<file path="config.mk">
export PLATFORM = sky130hd
export DESIGN_NAME = pattern_player
export DESIGN_NICKNAME = d
export VERILOG_FILES = /design/src/rtl/pattern_pkg.sv /design/src/rtl/slow_tick_sync.sv /design/src/rtl/pattern_player.sv
export SDC_FILE = /design/constraint.sdc
export NUM_CORES = 1
export LEC_CHECK = 0
export CAP_MARGIN = 10
export CELL_PAD_IN_SITES_DETAIL_PLACEMENT = 0
export CELL_PAD_IN_SITES_GLOBAL_PLACEMENT = 1
export CORE_AREA = 2 2 63 65
export CTS_CLUSTER_DIAMETER = 120
export DETAILED_ROUTE_END_ITERATION = 10
export DIE_AREA = 0 0 65 67
export GPL_ROUTABILITY_DRIVEN = 0
export PLACE_DENSITY_LB_ADDON = 0.1
export REMOVE_ABC_BUFFERS = 1
export SYNTH_ARGS = -nofsm -noshare
export SYNTH_HDL_FRONTEND = slang
export SYNTH_SLANG_ARGS = --single-unit
</file>
<file path="constraint.sdc">
create_clock -name clk_50 -period 2.1 [get_ports clk_50]
set_input_delay 0.21 -clock clk_50 [delete_from_list [all_inputs] [get_ports clk_50]]
set_output_delay 0.21 -clock clk_50 [all_outputs]
set_load 0.05 [all_outputs]
</file>
<file path="src/rtl/pattern_pkg.sv">
// Shared types and widths for the LED pattern player.
package pattern_pkg;

  localparam int unsigned SEQ_W  = 3;
  localparam int unsigned STEP_W = 5;
  localparam int unsigned LED_W  = 10;
  localparam int unsigned ROM_W  = 11;
  localparam int unsigned ADDR_W = SEQ_W + STEP_W;

  typedef enum logic [1:0] {
    StIdle,
    StFetch,
    StWait,
    StShow
  } state_e;

endpackage

</file>
<file path="src/rtl/slow_tick_sync.sv">
// Two-flop synchroniser for the asynchronous step clock plus rising-edge detector.
module slow_tick_sync (
  input  logic clk_50,
  input  logic reset,
  input  logic slow_clk,
  output logic tick
);

  // [0],[1] synchronise; [2] remembers the previous synchronised level
  logic [2:0] sync_q;

  always_ff @(posedge clk_50) begin
    if (!reset) begin
      sync_q <= '0;
    end else begin
      sync_q <= {sync_q[1:0], slow_clk};
    end
  end

  assign tick = sync_q[1] & ~sync_q[2];

endmodule

</file>
<file path="src/rtl/pattern_player.sv">
// Steps through a ROM-held LED sequence, advancing one step per slow_clk rising edge.
module pattern_player
  import pattern_pkg::*;
(
  input  logic              clk_50,
  input  logic              reset,
  input  logic [SEQ_W-1:0]  seq_num,
  input  logic              slow_clk,
  input  logic              pause,
  input  logic [ROM_W-1:0]  rom_data,
  output logic [ADDR_W-1:0] rom_addr,
  output logic [LED_W-1:0]  LEDS,
  output logic [STEP_W-1:0] step
);

  localparam logic [STEP_W-1:0] StepMax = '1;

  logic tick;

  state_e              state_q, state_d;
  logic [SEQ_W-1:0]    seq_q, seq_d;
  logic [STEP_W-1:0]   step_q, step_d, step_next;
  logic [ADDR_W-1:0]   addr_q, addr_d;
  logic [LED_W-1:0]    leds_q, leds_d;
  logic                last_q, last_d;
  logic                pending_q, pending_d;
  logic                restart;

  slow_tick_sync u_tick_sync (
    .clk_50   (clk_50),
    .reset    (reset),
    .slow_clk (slow_clk),
    .tick     (tick)
  );

  assign step_next = (last_q || (step_q == StepMax)) ? '0 : step_q + 1'b1;
  assign restart   = (state_q != StIdle) && (seq_num != seq_q);

  always_comb begin
    state_d   = state_q;
    seq_d     = seq_q;
    step_d    = step_q;
    addr_d    = addr_q;
    leds_d    = leds_q;
    last_d    = last_q;
    pending_d = pending_q;

    unique case (state_q)
      StIdle: begin
        seq_d   = seq_num;
        step_d  = '0;
        addr_d  = {seq_num, {STEP_W{1'b0}}};
        state_d = StFetch;
      end
      StFetch: begin
        if (tick) pending_d = 1'b1;
        state_d = StWait;
      end
      StWait: begin
        if (tick) pending_d = 1'b1;
        leds_d  = rom_data[LED_W-1:0];
        last_d  = rom_data[LED_W];
        state_d = StShow;
      end
      StShow: begin
        if (pause) begin
          if (tick) pending_d = 1'b1;
        end else if (tick || pending_q) begin
          // a second tick arriving alongside a pending one is dropped
          pending_d = 1'b0;
          step_d    = step_next;
          addr_d    = {seq_q, step_next};
          state_d   = StFetch;
        end
      end
      default: state_d = StIdle;
    endcase

    // A sequence change beats any tick and discards rom_data still in flight
    if (restart) begin
      seq_d     = seq_num;
      step_d    = '0;
      addr_d    = {seq_num, {STEP_W{1'b0}}};
      pending_d = 1'b0;
      leds_d    = leds_q;
      last_d    = last_q;
      state_d   = StFetch;
    end
  end

  always_ff @(posedge clk_50) begin
    if (!reset) begin
      state_q   <= StIdle;
      seq_q     <= '0;
      step_q    <= '0;
      addr_q    <= '0;
      leds_q    <= '0;
      last_q    <= 1'b0;
      pending_q <= 1'b0;
    end else begin
      state_q   <= state_d;
      seq_q     <= seq_d;
      step_q    <= step_d;
      addr_q    <= addr_d;
      leds_q    <= leds_d;
      last_q    <= last_d;
      pending_q <= pending_d;
    end
  end

  assign rom_addr = addr_q;
  assign LEDS     = leds_q;
  assign step     = step_q;

endmodule

</file>
==> results.cfg, run 1 <==
[synthesis]
yosysMostFrequentCell = dfxtp_1
avgSynthCellArea_sq_um = 9.05
netlist_instances = 136
async_flop_share = 0
synthTopCellsByArea = dfxtp_1 (46%), ha_1 (6.1%), nand3_1 (6.1%)
yosys.area.top_type_share = 0.455
ys.flop_type = dfxtp_1
ys_ff_latch = 28
syn_area_sq_um = 1230
synth_commonest_cells = dfxtp_1 (28), nand2_1 (15), nand3_1 (15), o21ai_0 (13), nor2_1 (9)
ys_warn_count = 0
synth-edff-count = 0
synth_area_leader_cell = dfxtp_1
synth.distinct_cells = 30
ys_seq_area_frac = 0.455

[global_route]
grt_pass1_vias = 972
grt_max_degree = 23
antenna_found_initial = 0
globalRouteTotalUtil = 0.130
grt_overflow = 0
grt_first_pass_wirelength_mm = 4.35

[routing]
routed_via_density = 4.53
route.detailed.drc = 0
vias = 991
routed_wl_mm = 2.42
antenna_left = 0
avgRoutedWirePerCell_um = 11.1
dr.pass1.iters = 4
drtIter0Drc = 51

[pwr]
fin_total_pwr_w = 0.00122
power.leakage_nw = 0.637
vdd_drop_max_mv = 0.281
p_per_area_nw_per_um2 = 730

[worst_setup_path]
crit_required_ns = 1.89
crit_arrival_ns = 1.54
crit_path_end_kind = output pin
cp_top_family = buffers and inverters
max_stage_delay_ns = 0.84
cp_max_fo = 5
worst-path-buf-inv = 1
worstPathCellList = clkdlybuf4s50_1
cpMaxStageDelayCell = clkdlybuf4s50_1
startpoint_type = flip-flop
critPathKind = flip-flop to output pin

[clock_network]
ctsHoldBuffers = 0
clock_sinks = 28
cts_setup_buffers = 0
cts.htree.levels = 1
clockRootBuffer = clkbuf_8
cts_tree = built
clk_latency_ns = 0.26
path_clk_slew_ns = 0.09
numCtsBuffers = 3
clk_path_buf_depth = 2
cts_resized = 0

[timing]
period_share = 0.832
slew_headroom = 0.661
drv_slew = 0
timing.hold.ws_ns = 0.440
max_freq_ghz = 0.573
grt_setup_unrepaired = false
fin_crit_ns = 1.75
setup_viol = 0
finalSetupTns_ns = 0
worst_pin_slew_ns = 0.508
setup_slack_ns = 0.353
hold_viol_final = 0
final.setup_skew_ns = 0.00213

[floorplan]
die_area_sq_um = 4360
fp.coreArea_sq_um = 3610
fp.dieH_um = 67
initial_core_util = 0.341
rows = 22
die_x_um = 65
io_pins = 41

[final_layout]
drive_gt1_frac = 0.0702
antennaDiodeCount = 0
areaGrowthSynthToFinish_pct = 36.0
fin_area_sq_um = 1670
finalNetCount = 197
fill_cells = 366

[place]
hpwl_mm = 1.83
portBuffers = 40
dp_slack_ns = 0.457
postPlaceCellArea_sq_um = 1630

[run]
drv_cap = 0

[outcome]
status = finished, final reports clean

[min_path]
hold_class = flip-flop to flip-flop
==> through the flow <==
| step | std cells | util |
|---|---|---|
| after global routing | 219 | 0.464 |
| after global placement | 216 | 0.453 |
| after CTS | 219 | 0.464 |
| final | 219 | 0.464 |
| after floorplan | 126 | - |
| after detailed placement | 216 | 0.453 |
==> kinds of logic (layout without fill, tap and decap cells) <==
| logic type | count (synthesis) | after routing | share of synthesized area |
|---|---|---|---|
| buf+inv | 12 | 47 | 0.0661 |
| compound gates | 27 | 27 | 0.132 |
| mux | 2 | 2 | 0.0173 |
| simple gates | 55 | 55 | 0.226 |
| flops | 28 | 28 | 0.455 |
| fa+ha+maj | 6 | 6 | 0.0610 |
| xor+xnor | 6 | 6 | 0.0427 |
==> flip-flops by register name, summed over array words and instances (netlist names) <==
name and count:
LEDS 10, last_q 1, pending_q 1, rom_addr 3, seq_q 3, state_q 2, step 5, u_tick_sync.sync_q 3
==> report_power, final <==
part	switching, W	total [W]	leakage, nW	internal, W
clock	0.000151	0.000279	0.0216	0.000128
sequential	0.0000237	0.000591	0.229	0.000567
combinational	0.000211	0.000352	0.386	0.000141
total	0.000385	0.00122	0.637	0.000837
==> layer usage <==
| layer | track usage | part of all wire |
|---|---|---|
| met3 | 0.0203 | 0.031 |
| met2 | 0.209 | 0.47 |
| met5 | 0 | 0 |
| met4 | 0.0638 | 0.0091 |
| met1 | 0.170 | 0.49 |
==> worst paths after layout <==
path,start,end,slack [ns],cells after the start
setup / recovery,step[0]$_SDFFE_PP0P_,rom_addr[0],0.35,1
hold / removal,u_tick_sync.sync_q[0]$_SDFF_PN0_,u_tick_sync.sync_q[1]$_SDFF_PN0_,0.44,1
setup reg to reg,state_q[0]$_SDFFE_PN0P_,step[4]$_SDFFE_PP0P_,0.55,6
hold reg to reg,u_tick_sync.sync_q[0]$_SDFF_PN0_,u_tick_sync.sync_q[1]$_SDFF_PN0_,0.44,1
==> cell type report <==
class                           count  area [sq um]  share of cell area
Timing Repair Buffer               42           415               0.248
Multi-Input combinational cell     96           589               0.352
Clock buffer                        3          41.3              0.0247
Sequential cell                    28           561               0.335
Tap cell                           48          60.1              0.0359
Inverter                            2          7.51             0.00448
==> cells in the final DEF (no fill, tap or decap), types with 2 or more instances in the layout <==
cell type and instances:
clkbuf_8 3, xnor2_1 6, nand3_1 15, o21ai_1 2, a21oi_1 4, o21ai_0 13
nand2b_1 2, and2_1 7, buf_4 2, o22ai_1 3, ha_1 6, nand2_1 15
clkdlybuf4s50_1 40, nor2_1 9, a21boi_0 2, inv_1 2, dfxtp_1 28
No activity file was read; power rests on OpenSTA's default activity.
==> inputs of run 2 (changes only) <==
--- a/config.mk
+++ b/config.mk
@@ -8,10 +8,10 @@
 export CAP_MARGIN = 10
 export CELL_PAD_IN_SITES_DETAIL_PLACEMENT = 0
 export CELL_PAD_IN_SITES_GLOBAL_PLACEMENT = 1
-export CORE_AREA = 2 2 63 65
+export CORE_AREA = 2 2 69 71
 export CTS_CLUSTER_DIAMETER = 120
 export DETAILED_ROUTE_END_ITERATION = 10
-export DIE_AREA = 0 0 65 67
+export DIE_AREA = 0 0 71 73
 export GPL_ROUTABILITY_DRIVEN = 0
 export PLACE_DENSITY_LB_ADDON = 0.1
 export REMOVE_ABC_BUFFERS = 1
==> constraint.sdc (replaced) <==
create_clock -name clk_50 -period 1.5 [get_ports clk_50]
set_input_delay 0.15 -clock clk_50 [delete_from_list [all_inputs] [get_ports clk_50]]
set_output_delay 0.15 -clock clk_50 [all_outputs]
set_load 0.05 [all_outputs]
==> results.cfg, run 2 (synthesis results as in run 1) <==
[floorplan]
fp.dieH_um = 73
io_pins = 41
die_area_sq_um = 5180
die_x_um = 71
fp.coreArea_sq_um = 4540
rows = 25
initial_core_util = 0.271

[pwr]
seq_power_share = 0.447
pwr-share-comb = 0.299
power_switching_w = 0.000585
p_per_area_nw_per_um2 = 1050
vdd_drop_max_mv = 0.284
p_sw_frac = 0.315
fin_total_pwr_w = 0.00185
internal_power_w = 0.00127
power.leakage_nw = 0.743
p_clk_frac = 0.254

[final_layout]
largest_register_ffs = 10
areaGrowthSynthToFinish_pct = 43.3
fin_util = 0.389
fill_cells = 475
antennaDiodeCount = 0
layout.cells.most_common_list = buf_4 (31), dfxtp_1 (25), clkdlybuf4s50_1 (17)
final_common_cell = buf_4
finalNetCount = 205
drive_gt1_frac = 0.306

[routing]
routed_via_density = 4.46
route.detailed.drc = 0
antenna_left = 0
drtIter0Drc = 20
routed_wl_mm = 2.59
dr.pass1.iters = 4
vias = 1044
avgRoutedWirePerCell_um = 11.1

[global_route]
grt_overflow = 0
grt_pass1_vias = 1018
grt_first_pass_wirelength_mm = 4.50
grt_max_degree = 23
antenna_found_initial = 0
globalRouteTotalUtil = 0.108

[clock_network]
cts.htree.levels = 1
clk_path_buf_depth = 2
clk_latency_ns = 0.27
clock_sinks = 28
numCtsBuffers = 3
path_clk_slew_ns = 0.10
clockRootBuffer = clkbuf_8
cts_tree = built

[worst_setup_path]
crit_arrival_ns = 1.61
startpoint_type = flip-flop
crit_required_ns = 1.71
critPathKind = flip-flop to flip-flop
crit_path_end_kind = flip-flop
cp_max_fo = 7

[min_path]
hold_class = primary input to flip-flop

[run]
drv_cap = 0

[outcome]
status = finished, final reports clean

[timing]
grt_setup_unrepaired = false
finalSetupTns_ns = 0
fin_crit_ns = 1.40
period_share = 0.933
setup_viol = 0
slew_headroom = 0.846
worst_pin_slew_ns = 0.230
timing.hold.ws_ns = 0.419
max_freq_ghz = 0.714
hold_viol_final = 0
drv_slew = 0
final.setup_skew_ns = 0.00317

[place]
portBuffers = 40
hpwl_mm = 2.01
[run 2: power groups by stage]
stage | Combinational [W] | Clock, W | Sequential (W)
floorplan | 0.000191 | 0 | 0.000970
global placement | 0.000537 | 0 | 0.000843
detailed placement | 0.000543 | 0 | 0.000843
CTS | 0.000546 | 0.000498 | 0.000826
global route | 0.000599 | 0.000537 | 0.000837
finish | 0.000554 | 0.000471 | 0.000830
[run 2: layout make-up]
cell class | count | area (sq um) | area share
clock buffers | 4 | 55.1 | 0.0312
inverters | 2 | 7.51 | 0.00426
multi-input cells | 96 | 627 | 0.355
flip-flops and latches | 28 | 564 | 0.320
well taps | 54 | 67.6 | 0.0383
repair buffers | 50 | 443 | 0.251
[run 2: stage by stage]
step | cells | worst slack (ns) | area, sq um
2_1_floorplan | 126 | -0.463 | 1160
3_3_place_gp | 230 | -0.0591 | 1670
3_5_place_dp | 230 | -0.0453 | 1670
4_1_cts | 234 | 0.0166 | 1730
5_1_grt | 234 | 0.0108 | 1760
6_report | 234 | 0.0999 | 1760
[run 2: worst paths after layout]
path	end	from	slack [ns]	depth (start not counted)
worst max-delay path	step[1]$_SDFFE_PP0P_	state_q[0]$_SDFFE_PN0P_	0.1	6
worst max register to register	step[1]$_SDFFE_PP0P_	state_q[0]$_SDFFE_PN0P_	0.1	6
worst min register to register	u_tick_sync.sync_q[1]$_SDFF_PN0_	u_tick_sync.sync_q[0]$_SDFF_PN0_	0.45	1
worst min-delay path	LEDS[9]$_SDFFE_PN0P_	rom_data[9]	0.42	3
[run 2: what timing repair did]
item                                    CTS  global route
resized for setup                         1            12
setup buffers                             0             0
endpoints found under the setup margin    2            10
pin swaps                                 0             1
cloned                                    0             0
hold buffers                              0             0
[run 2: critical path: stages, from the launching register on]
cell     delay, ns
dfxtp_2       0.35
ha_2          0.21
and2b_1       0.20
o21ai_4       0.11
nand2_2       0.11
a21o_1        0.24
a21oi_1       0.12
[run 2: metal layers]
metal | vias up | wire [um] | share of wire | track usage
li1 | 537 | - | - | -
met1 | 476 | 1230 | 0.47 | 0.135
met3 | 2 | 143 | 0.055 | 0.0249
met4 | 0 | 19 | 0.0073 | 0.0461
met2 | 29 | 1200 | 0.46 | 0.178
met5 | - | 0 | 0 | 0
==> inputs of run 3 (changes only) <==
--- a/config.mk
+++ b/config.mk
@@ -8,13 +8,14 @@
 export CAP_MARGIN = 10
 export CELL_PAD_IN_SITES_DETAIL_PLACEMENT = 0
 export CELL_PAD_IN_SITES_GLOBAL_PLACEMENT = 1
-export CORE_AREA = 2 2 69 71
+export CORE_AREA = 2 2 71 73
 export CTS_CLUSTER_DIAMETER = 120
 export DETAILED_ROUTE_END_ITERATION = 10
-export DIE_AREA = 0 0 71 73
+export DIE_AREA = 0 0 73 75
 export GPL_ROUTABILITY_DRIVEN = 0
 export PLACE_DENSITY_LB_ADDON = 0.1
 export REMOVE_ABC_BUFFERS = 1
 export SYNTH_ARGS = -nofsm -noshare
 export SYNTH_HDL_FRONTEND = slang
+export SYNTH_HIERARCHICAL = 1
 export SYNTH_SLANG_ARGS = --single-unit
==> results.cfg, run 3 <==
[timing]
grt_setup_unrepaired = true
final.setup_skew_ns = 0.00895
setup_viol = 8
worst_pin_slew_ns = 0.422
drv_slew = 0
hold_viol_final = 0
setup_slack_ns = -0.0705
max_freq_ghz = 0.637
period_share = 1.05
fin_crit_ns = 1.57
slew_headroom = 0.718

[routing]
route.detailed.drc = 0
antenna_left = 0
avgRoutedWirePerCell_um = 13.1
routed_wl_mm = 3.42
routed_via_density = 4.73
drtIter0Drc = 63
dr.pass1.iters = 4
vias = 1234

[synthesis]
synth_area_leader_cell = dfxtp_1
synth-edff-count = 0
synth.distinct_cells = 33
yosys.area.top_type_share = 0.395
yosysMostFrequentCell = dfxtp_1
avgSynthCellArea_sq_um = 9.59
syn_area_sq_um = 1420
ys_warn_count = 6
async_flop_share = 0
netlist_instances = 148
ys_seq_area_frac = 0.395
ys.flop_type = dfxtp_1
ys_ff_latch = 28
synthTopCellsByArea = dfxtp_1 (40%), nand3_2 (6.3%), o21ai_2 (6.2%)
synth_commonest_cells = dfxtp_1 (28), nand2_1 (22), o21ai_2 (10), nand3_2 (9), nor2_1 (8)

[outcome]
failed_checks = negative setup slack
status = finished with violations

[worst_setup_path]
crit_arrival_ns = 1.78
crit_path_end_kind = flip-flop
worst-path-buf-inv = 0
cp_max_fo = 3
worstPathCellList = ha_4, and3_4, ha_4, or3b_4, nor2_4, nand3b_1, a21oi_1
max_stage_delay_ns = 0.40
cp_top_family = simple AND/OR/NAND/NOR gates
critPathKind = flip-flop to flip-flop
startpoint_type = flip-flop
cpMaxStageDelayCell = or3b_4
crit_top_cell = ha_4
crit_required_ns = 1.71

[floorplan]
rows = 25
initial_core_util = 0.304
fp.dieH_um = 75
die_area_sq_um = 5480
fp.coreArea_sq_um = 4660
io_pins = 41
die_x_um = 73

[final_layout]
drive_gt1_frac = 0.498
finalNetCount = 232
fill_cells = 430
final_cells = 261
fin_area_sq_um = 2280
layout.cells.most_common_list = buf_4 (39), dfxtp_1 (21), nand2_1 (20)
final_common_cell = buf_4
areaGrowthSynthToFinish_pct = 60.7
antennaDiodeCount = 0
largest_register_ffs = 10
fin_util = 0.489

[place]
portBuffers = 40
hpwl_mm = 2.29
postPlaceCellArea_sq_um = 1940
dp_cells = 250

[clock_network]
clock_sinks = 28
numCtsBuffers = 3
path_clk_slew_ns = 0.10
clk_latency_ns = 0.28
cts_tree = built
clk_path_buf_depth = 2
clockRootBuffer = clkbuf_8
cts.htree.levels = 1

[global_route]
globalRouteTotalUtil = 0.128
grt_max_degree = 22
grt_pass1_vias = 1136
antenna_found_initial = 0
grt_overflow = 0
grt_first_pass_wirelength_mm = 5.37

[min_path]
hold_class = primary input to flip-flop

[pwr]
p_sw_frac = 0.311
seq_power_share = 0.432
power.leakage_nw = 0.901
power_switching_w = 0.000592
internal_power_w = 0.00131
p_clk_frac = 0.249
pwr-share-comb = 0.318
p_per_area_nw_per_um2 = 835
vdd_drop_max_mv = 0.427

[run]
drv_cap = 0
run 3: logic make-up (layout without fill, tap and decap cells):
group | after synthesis | in the layout | synth area share
AND/OR/NAND/NOR | 62 | 62 | 0.248
adder cells (fa/ha/maj) | 6 | 6 | 0.0529
buffers and inverters | 17 | 76 | 0.0767
flip-flops | 28 | 28 | 0.395
multiplexers | 2 | 2 | 0.0141
AO/OA/AOI/OAI | 30 | 30 | 0.182
XOR/XNOR | 3 | 3 | 0.0318
run 3: what timing repair did:
action / CTS / global route
endpoints found under the setup margin: 19 / 20
pin swaps: 18 / 11
buffers inserted: 3 / 1
gates cloned: 2 / 1
gates resized for setup: 25 / 23
hold buffers: 0 / 0
run 3: power by group through the flow:
stage,logic (W),registers [W],clock network [W]
after global placement,0.000485,0.000828,0
after global routing,0.000649,0.000830,0.000522
after floorplan,0.000191,0.000905,0
final,0.000606,0.000823,0.000475
after detailed placement,0.000490,0.000829,0
after CTS,0.000556,0.000816,0.000498
run 3: path summary, 6_finish.rpt:
kind / start / to / slack [ns] / cells after the start
setup / recovery: step[0]$_SDFFE_PP0P_ / step[2]$_SDFFE_PP0P_ / -0.07 / 7
hold / removal: seq_num[1] / seq_q[1]$_SDFFE_PN0N_ / 0.36 / 2
setup reg to reg: step[0]$_SDFFE_PP0P_ / step[2]$_SDFFE_PP0P_ / -0.07 / 7
hold reg to reg: u_tick_sync/sync_q[0]$_SDFF_PN0_ / u_tick_sync/sync_q[1]$_SDFF_PN0_ / 0.44 / 1
run 3: through the flow:
step / worst slack (ns) / hold slack (ns) / total power (W) / TNS (ns)
2_1_floorplan: -0.770 / 0.268 / 0.00110 / -9.41
3_3_place_gp: -0.338 / 0.417 / 0.00131 / -6.07
3_5_place_dp: -0.346 / 0.423 / 0.00132 / -6.16
4_1_cts: -0.0930 / 0.368 / 0.00187 / -0.508
5_1_grt: -0.146 / 0.374 / 0.00200 / -1.10
6_report: -0.0705 / 0.364 / 0.00190 / -0.201
run 3: cell type report:
type	instances	area, sq um	share of cell area
timing repair buffer	66	654	0.287
clock buffer	4	55.1	0.0241
inverter	6	25.0	0.0110
tap	54	67.6	0.0296
sequential	28	577	0.253
multi-input combinational	103	901	0.395
run 3: per-layer routing:
layer	share of wire	vias to the layer above	GRT usage
met4	0.0067	0	0.0370
met3	0.039	2	0.0228
met1	0.45	584	0.168
met2	0.50	25	0.215
met5	0	-	0
li1	-	623	-
==> RTL change 1, RTL diff (config.mk and constraints of run 3) <==
Encoding of `state_e`: now one-hot (4 bits for 4 states).
--- a/src/rtl/pattern_pkg.sv
+++ b/src/rtl/pattern_pkg.sv
@@ -7,11 +7,11 @@
   localparam int unsigned ROM_W  = 11;
   localparam int unsigned ADDR_W = SEQ_W + STEP_W;
 
-  typedef enum logic [1:0] {
-    StIdle,
-    StFetch,
-    StWait,
-    StShow
+  typedef enum logic [3:0] {
+    StIdle  = 4'b0001,
+    StFetch = 4'b0010,
+    StWait  = 4'b0100,
+    StShow  = 4'b1000
   } state_e;
 
 endpackage
Function: no difference found for any inputs over 10 cycles, from zero or initial values and one cycle with reset low; not proved beyond that.
==> RTL change 1 against run 3 <==
The flow still finishes with violations (negative setup slack). Area after synthesis down 7.6%. Final area down 12%. Maximum frequency down 2.0%. Via count down 5.3%. Utilization down 5.9 points. Worst setup slack worse by 0.032 ns. Routed wire length down 9.7%. Sequential cell count up 2. Critical endpoint is now step[3].
Power is not compared: it rests on default switching activity, and its combinational part moved more than twofold at a synthesized area within 25%.
==> RTL change 1: results (changes against run 3) <==
Critical path
  – Reg-to-Reg Start: step[1] (was step[0])
  – Reg2reg end: step[3] (was step[2])
  – Crit-path max FO: 5 (was 3)
  – Worst Path Arrival: 1.82 ns (was 1.78 ns)

Synth
  – Synth cell types: 38 (was 33)
  – Fraction of registers with async set or reset after synthesis: 0 (unchanged)
  – Top cells by instance count after synthesis: dfxtp_1 (30), o21ai_0 (17), nand2_1 (16), nand3_1 (13) (was dfxtp_1 (28), nand2_1 (22), o21ai_2 (10), nand3_2 (9), nor2_1 (8))
  – Seq/Total Area, Yosys: 0.4580 (was 0.3951)
  – Synth warn: 6 (unchanged)
  – Ranking of synthesized cells by area: dfxtp_1 (46%), o21ai_0 (6.5%), nand3_1 (5.0%) (was dfxtp_1 (40%), nand3_2 (6.3%), o21ai_2 (6.2%))

CTS
  – TritonCTS buffer count: 5 (was 3)
  – Clock Tree Root: clkbuf_8 (unchanged)
  – Cts hold-fix bufs: 0 (unchanged)
  – Later-pin clock latency in the skew report: 0.28 ns (about the same)
  – Htree depth: 2 (was 1)
  – Max clock buf depth: 2 (unchanged)
  – Post_cts resized: 21 (was 25)
  – Post-CTS Setup Inserts: 1 (was 3)
  – Worst-path clk slew: 0.06 ns (was 0.10 ns)

Global route
  – Initial antenna violation count: 0 (unchanged)
  – Largest net degree at the start of global routing: 26 (was 22)
  – First-pass GRT wire length: 5092 µm (was 5368 µm)
  – Total Routing Usage GR: 0.1221 (was 0.1279)
  – Number of global-route vias before repair: 1137 (was 1136)

Hold path
  – Worst Hold Depth: 3 (was 2)
  – Tightest Hold Check Type: in -> reg (unchanged)
  – Hold_sp: rom_data[1] (was seq_num[1])
  – Hold Crit Endpoint: LEDS[1] (was seq_q[1])

Power
  – Maximum vdd drop: 0.0005259 V
  – Static leakage: 0.0008031 µW
  – Internal: 1311 µW

Timing
  – Post-route setup slack: -0.1021 ns (was -0.07048 ns)
  – Measured slew at the worst slew-check pin: 0.2813 ns (was 0.4219 ns)
  – Slew Limit Fails: 0 (unchanged)
  – Setup Skew: 0.003800 ns (was 0.008951 ns)
  – Final setup vio count: 9 (was 8)

Place
  – Placed cell area: 1773 µm² (was 1936 µm²)
  – Pre-CTS WS: -0.2880 ns (was -0.3462 ns)
  – Port Buffer Count: 40 (unchanged)
  – Final HPWL DP: 2222 µm (was 2290 µm)

Drt
  – Drt first pass iters: 3 (was 4)
  – DR WL/cell: 12.41 µm (was 13.11 µm)
  – Detailed Route Iter0 Violations: 35 (was 63)
  – Via count: 1168 (was 1234)

Status
  – Failing checks: negative setup slack (unchanged)
  – Outcome: finished with violations (unchanged)

Cells and area
  – Nets: 214 (was 232)
  – Ant diodes: 0 (unchanged)
  – Share of post-route cells with drive strength above 1: 0.4000 (was 0.4976)
RTL change 1: changes by cell type after synthesis, moves of 3 or more:
| cell | before | now |
|---|---|---|
| a311oi_1 | 3 | 0 |
| o21ai_2 | 10 | 0 |
| o21ai_0 | 4 | 17 |
| inv_1 | 6 | 2 |
| clkbuf_1 | 2 | 5 |
| a21oi_1 | 6 | 1 |
| nand3_1 | 7 | 13 |
| nand2_1 | 22 | 16 |
| ha_1 | 6 | 2 |
| nand3_2 | 9 | 0 |
| xnor2_1 | 0 | 4 |
| o31ai_1 | 0 | 4 |
RTL change 1: cell families (layout without fill, tap and decap cells):
group                    after synthesis  in the layout  share of synthesized area
adder cells (fa/ha/maj)                2              2                    0.01908
multiplexers                           2              2                    0.01527
AND/OR/NAND/NOR                       54             54                     0.2281
AO/OA/AOI/OAI                         32             32                     0.1699
flip-flops                            30             30                     0.4580
buffers and inverters                 15             69                    0.06966
XOR/XNOR                               6              6                    0.04008
RTL change 1: power by group through the flow:
| stage | Sequential [µW] | Clock [µW] | Combinational (µW) |
|---|---|---|---|
| finish | 830 | 667 | 248 |
| floorplan | 876 | 0 | 75.7 |
| CTS | 830 | 689 | 235 |
| global route | 832 | 729 | 269 |
| global placement | 845 | 0 | 221 |
| detailed placement | 847 | 0 | 225 |
RTL change 1: final cells by class:
cell class              instances  area (µm²)
well taps                      54       67.56
clock buffers                   7       86.33
inverters                       2       7.507
repair buffers                 59       496.7
fillers                       459        2658
clock inverters                 1       5.005
multi-input cells              96       732.0
flip-flops and latches         30       608.1
RTL change 1: metal layers:
metal,global-route usage,vias up,part of all wire
met3,0.03614,4,0.028
li1,-,594,-
met5,0,-,0
met2,0.2032,18,0.51
met4,0.05350,0,0.011
met1,0.1464,552,0.45
RTL change 1: worst max-delay path: stages, from the launching register on:
cell,delay [ns]
dfxtp_2,0.34
ha_4,0.15
and3_4,0.18
ha_4,0.15
nor2_4,0.07
nor3_2,0.04
or3_4,0.40
o21ba_1,0.22
RTL change 1: how the worst max path moves through the flow:
stage,from,endpoint,slack (ns),cells past startpoint
6_report,step[1],step[3],-0.10,7
5_1_grt,state_q[0],step[3],-0.17,4
4_1_cts,step[1],step[3],-0.11,7
3_5_place_dp,seq_num[2],step[3],-0.29,5
3_3_place_gp,seq_num[0],step[3],-0.23,5
2_1_floorplan,step[0],step[3],-0.71,7
RTL change 1: through the flow:
stage / power (µW) / TNS [ns] / utilization / hold slack, ns / std cells
final: 1746 / -0.5931 / 0.4298 / 0.4257 / 249
after global routing: 1830 / -2.682 / 0.4298 / 0.4466 / 249
after CTS: 1754 / -1.026 / 0.4161 / 0.4170 / 248
after detailed placement: 1071 / -2.425 / 0.3804 / 0.4287 / 240
after global placement: 1066 / -1.950 / 0.3804 / 0.4355 / 240
after floorplan: 951.4 / -5.119 / - / 0.2211 / 128
==> RTL change 2, RTL diff (config.mk and constraints of run 3) <==
Without the edit above. `SEQ_W`: 3 -> 5.
--- a/src/rtl/pattern_pkg.sv
+++ b/src/rtl/pattern_pkg.sv
@@ -1,7 +1,7 @@
 // Shared types and widths for the LED pattern player.
 package pattern_pkg;
 
-  localparam int unsigned SEQ_W  = 3;
+  localparam int unsigned SEQ_W  = 5;
   localparam int unsigned STEP_W = 5;
   localparam int unsigned LED_W  = 10;
   localparam int unsigned ROM_W  = 11;
Ports: changed (resized rom_addr and seq_num); port bits go from 41 to 45. No check against the original RTL was run, so the function may have changed too.
==> RTL change 2 against run 3 <==
The flow still finishes with violations (negative setup slack). Area after synthesis rose by 11%. Synthesized cell count rose by 16%. Routed wire length up 13%. Via count rose by 18%. Sequential cell count grew 4. Largest cell class unchanged. Final area rose by 9.9%. Highest routed layer unchanged. Worst setup slack lost 0.033 ns. Power is 26% higher. First-iteration DRC count rose by 7.9%. Global-route usage up 2.8 points. Cell count is 16% higher. Critical endpoint is now LEDS[3].
==> RTL change 2: results (changes against run 3) <==
CTS
  – TritonCTS buffer count: 5 (was 3)
  – Worst-path clk slew: 0.07 ns (was 0.10 ns)

Synth
  – Top cells by instance count after synthesis: dfxtp_1 (32), nand2_1 (25), mux2i_1 (11), nor2_1 (11) (was dfxtp_1 (28), nand2_1 (22), o21ai_2 (10), nand3_2 (9), nor2_1 (8))
  – Ranking of synthesized cells by area: dfxtp_1 (41%), mux2i_1 (7.0%), nand2_1 (6.0%) (was dfxtp_1 (40%), nand3_2 (6.3%), o21ai_2 (6.2%))
  – Fraction of registers with async set or reset after synthesis: 0 (unchanged)
  – Seq/Total Area, Yosys: 0.4070 (was 0.3951)
  – Synth cell types: 36 (was 33)
  – Cells after synthesis: 172 (was 148)
  – Post-synthesis mux area share: 0.06995 (was 0.01411)
  – Adder-cell share of the synthesized area: 0.04769 (was 0.05291)

Cells and area
  – Multi-input gates: 122 (was 103)
  – Clk_buf instances: 6 (was 4)
  – Sequential Area: 645.6 µm² (was 576.8 µm²)
  – Fillers: 422 (was 430)
  – Clock-cell share of area: 0.04296 (was 0.02415)
  – Multi-input gate area: 994.7 µm² (was 900.9 µm²)
  – Nets: 273 (was 232)
  – Post-Layout Cell Count: 302 (was 261)
  – Share of post-route cells with drive strength above 1: 0.4073 (was 0.4976)
  – Signal buffers share of area: 0.2647 (was 0.2870)
  – Signal buffers: 79 (was 66)

Timing
  – Post-route setup slack: -0.1031 ns (was -0.07048 ns)
  – Final setup vio count: 24 (was 8)

Critical path
  – Critical path's top delay family: compound AO/OA/AOI/OAI gates (was simple AND/OR/NAND/NOR gates)
  – Crit-path max FO: 6 (was 3)
  – Reg2reg end: LEDS[3] (was step[2])
  – Reg-to-Reg Start: seq_q[1] (was step[0])
  – R2R depth: 6 (was 7)
  – CP startpoint: seq_q[1] (was step[0])

Hold path
  – Hold Crit Endpoint: seq_q[2] (was seq_q[1])
  – Hold_sp: seq_num[2] (was seq_num[1])

Drt
  – DR WL met2: 1879 µm (was 1712 µm)
  – DRT met1 WL: 1710 µm (was 1551 µm)
  – Detailed Route Iter0 Violations: 68 (was 63)
  – Via-per-instance ratio: 4.834 (was 4.728)
  – Aggregate routed wire length: 3857 µm (was 3422 µm)
  – Routed wire length on met3: 229 µm (was 135 µm)

Status
  – Failing checks: negative setup slack (unchanged)
  – Outcome: finished with violations (unchanged)

Global route
  – Met2 Use GR: 0.2533 (was 0.2152)
  – Largest net degree at the start of global routing: 38 (was 22)
  – GR Util met1: 0.1918 (was 0.1683)
  – Number of global-route vias before repair: 1430 (was 1136)
  – Total Routing Usage GR: 0.1558 (was 0.1279)
  – First-pass GRT wire length: 6492 µm (was 5368 µm)

Place
  – Port Buffer Count: 44 (was 40)
  – Post-Place Cells: 288 (was 250)
  – Final HPWL DP: 2734 µm (was 2290 µm)

Power
  – Maximum vdd drop: 0.0006065 V (was 0.0004271 V)
  – Static leakage: 0.001033 µW (was 0.0009008 µW)
[RTL change 2: report_power, final]
part | switching (µW) | internal, µW | leakage (µW)
clock network | 314 | 493 | 0.0000552
registers | 29.7 | 898 | 0.000264
logic | 363 | 307 | 0.000714
total | 707 | 1700 | 0.00103
[RTL change 2: metrics by stage]
stage	TNS (ns)	worst slack (ns)	cell area [µm²]	hold WS, ns	power, µW
floorplan	-8.057	-0.6838	1494	0.2675	1249
global placement	-9.713	-0.4600	2177	0.4143	1500
detailed placement	-11.59	-0.5474	2177	0.4211	1513
CTS	-1.607	-0.1089	2449	0.3381	2394
global route	-3.781	-0.2213	2505	0.3495	2538
finish	-1.639	-0.1031	2505	0.3459	2404
[RTL change 2: repair_timing]
item,in CTS,in global routing
gates resized for setup,28,15
pin swaps,12,12
hold buffers,0,0
buffers inserted,4,1
gates cloned,1,0
setup endpoints to repair,24,24
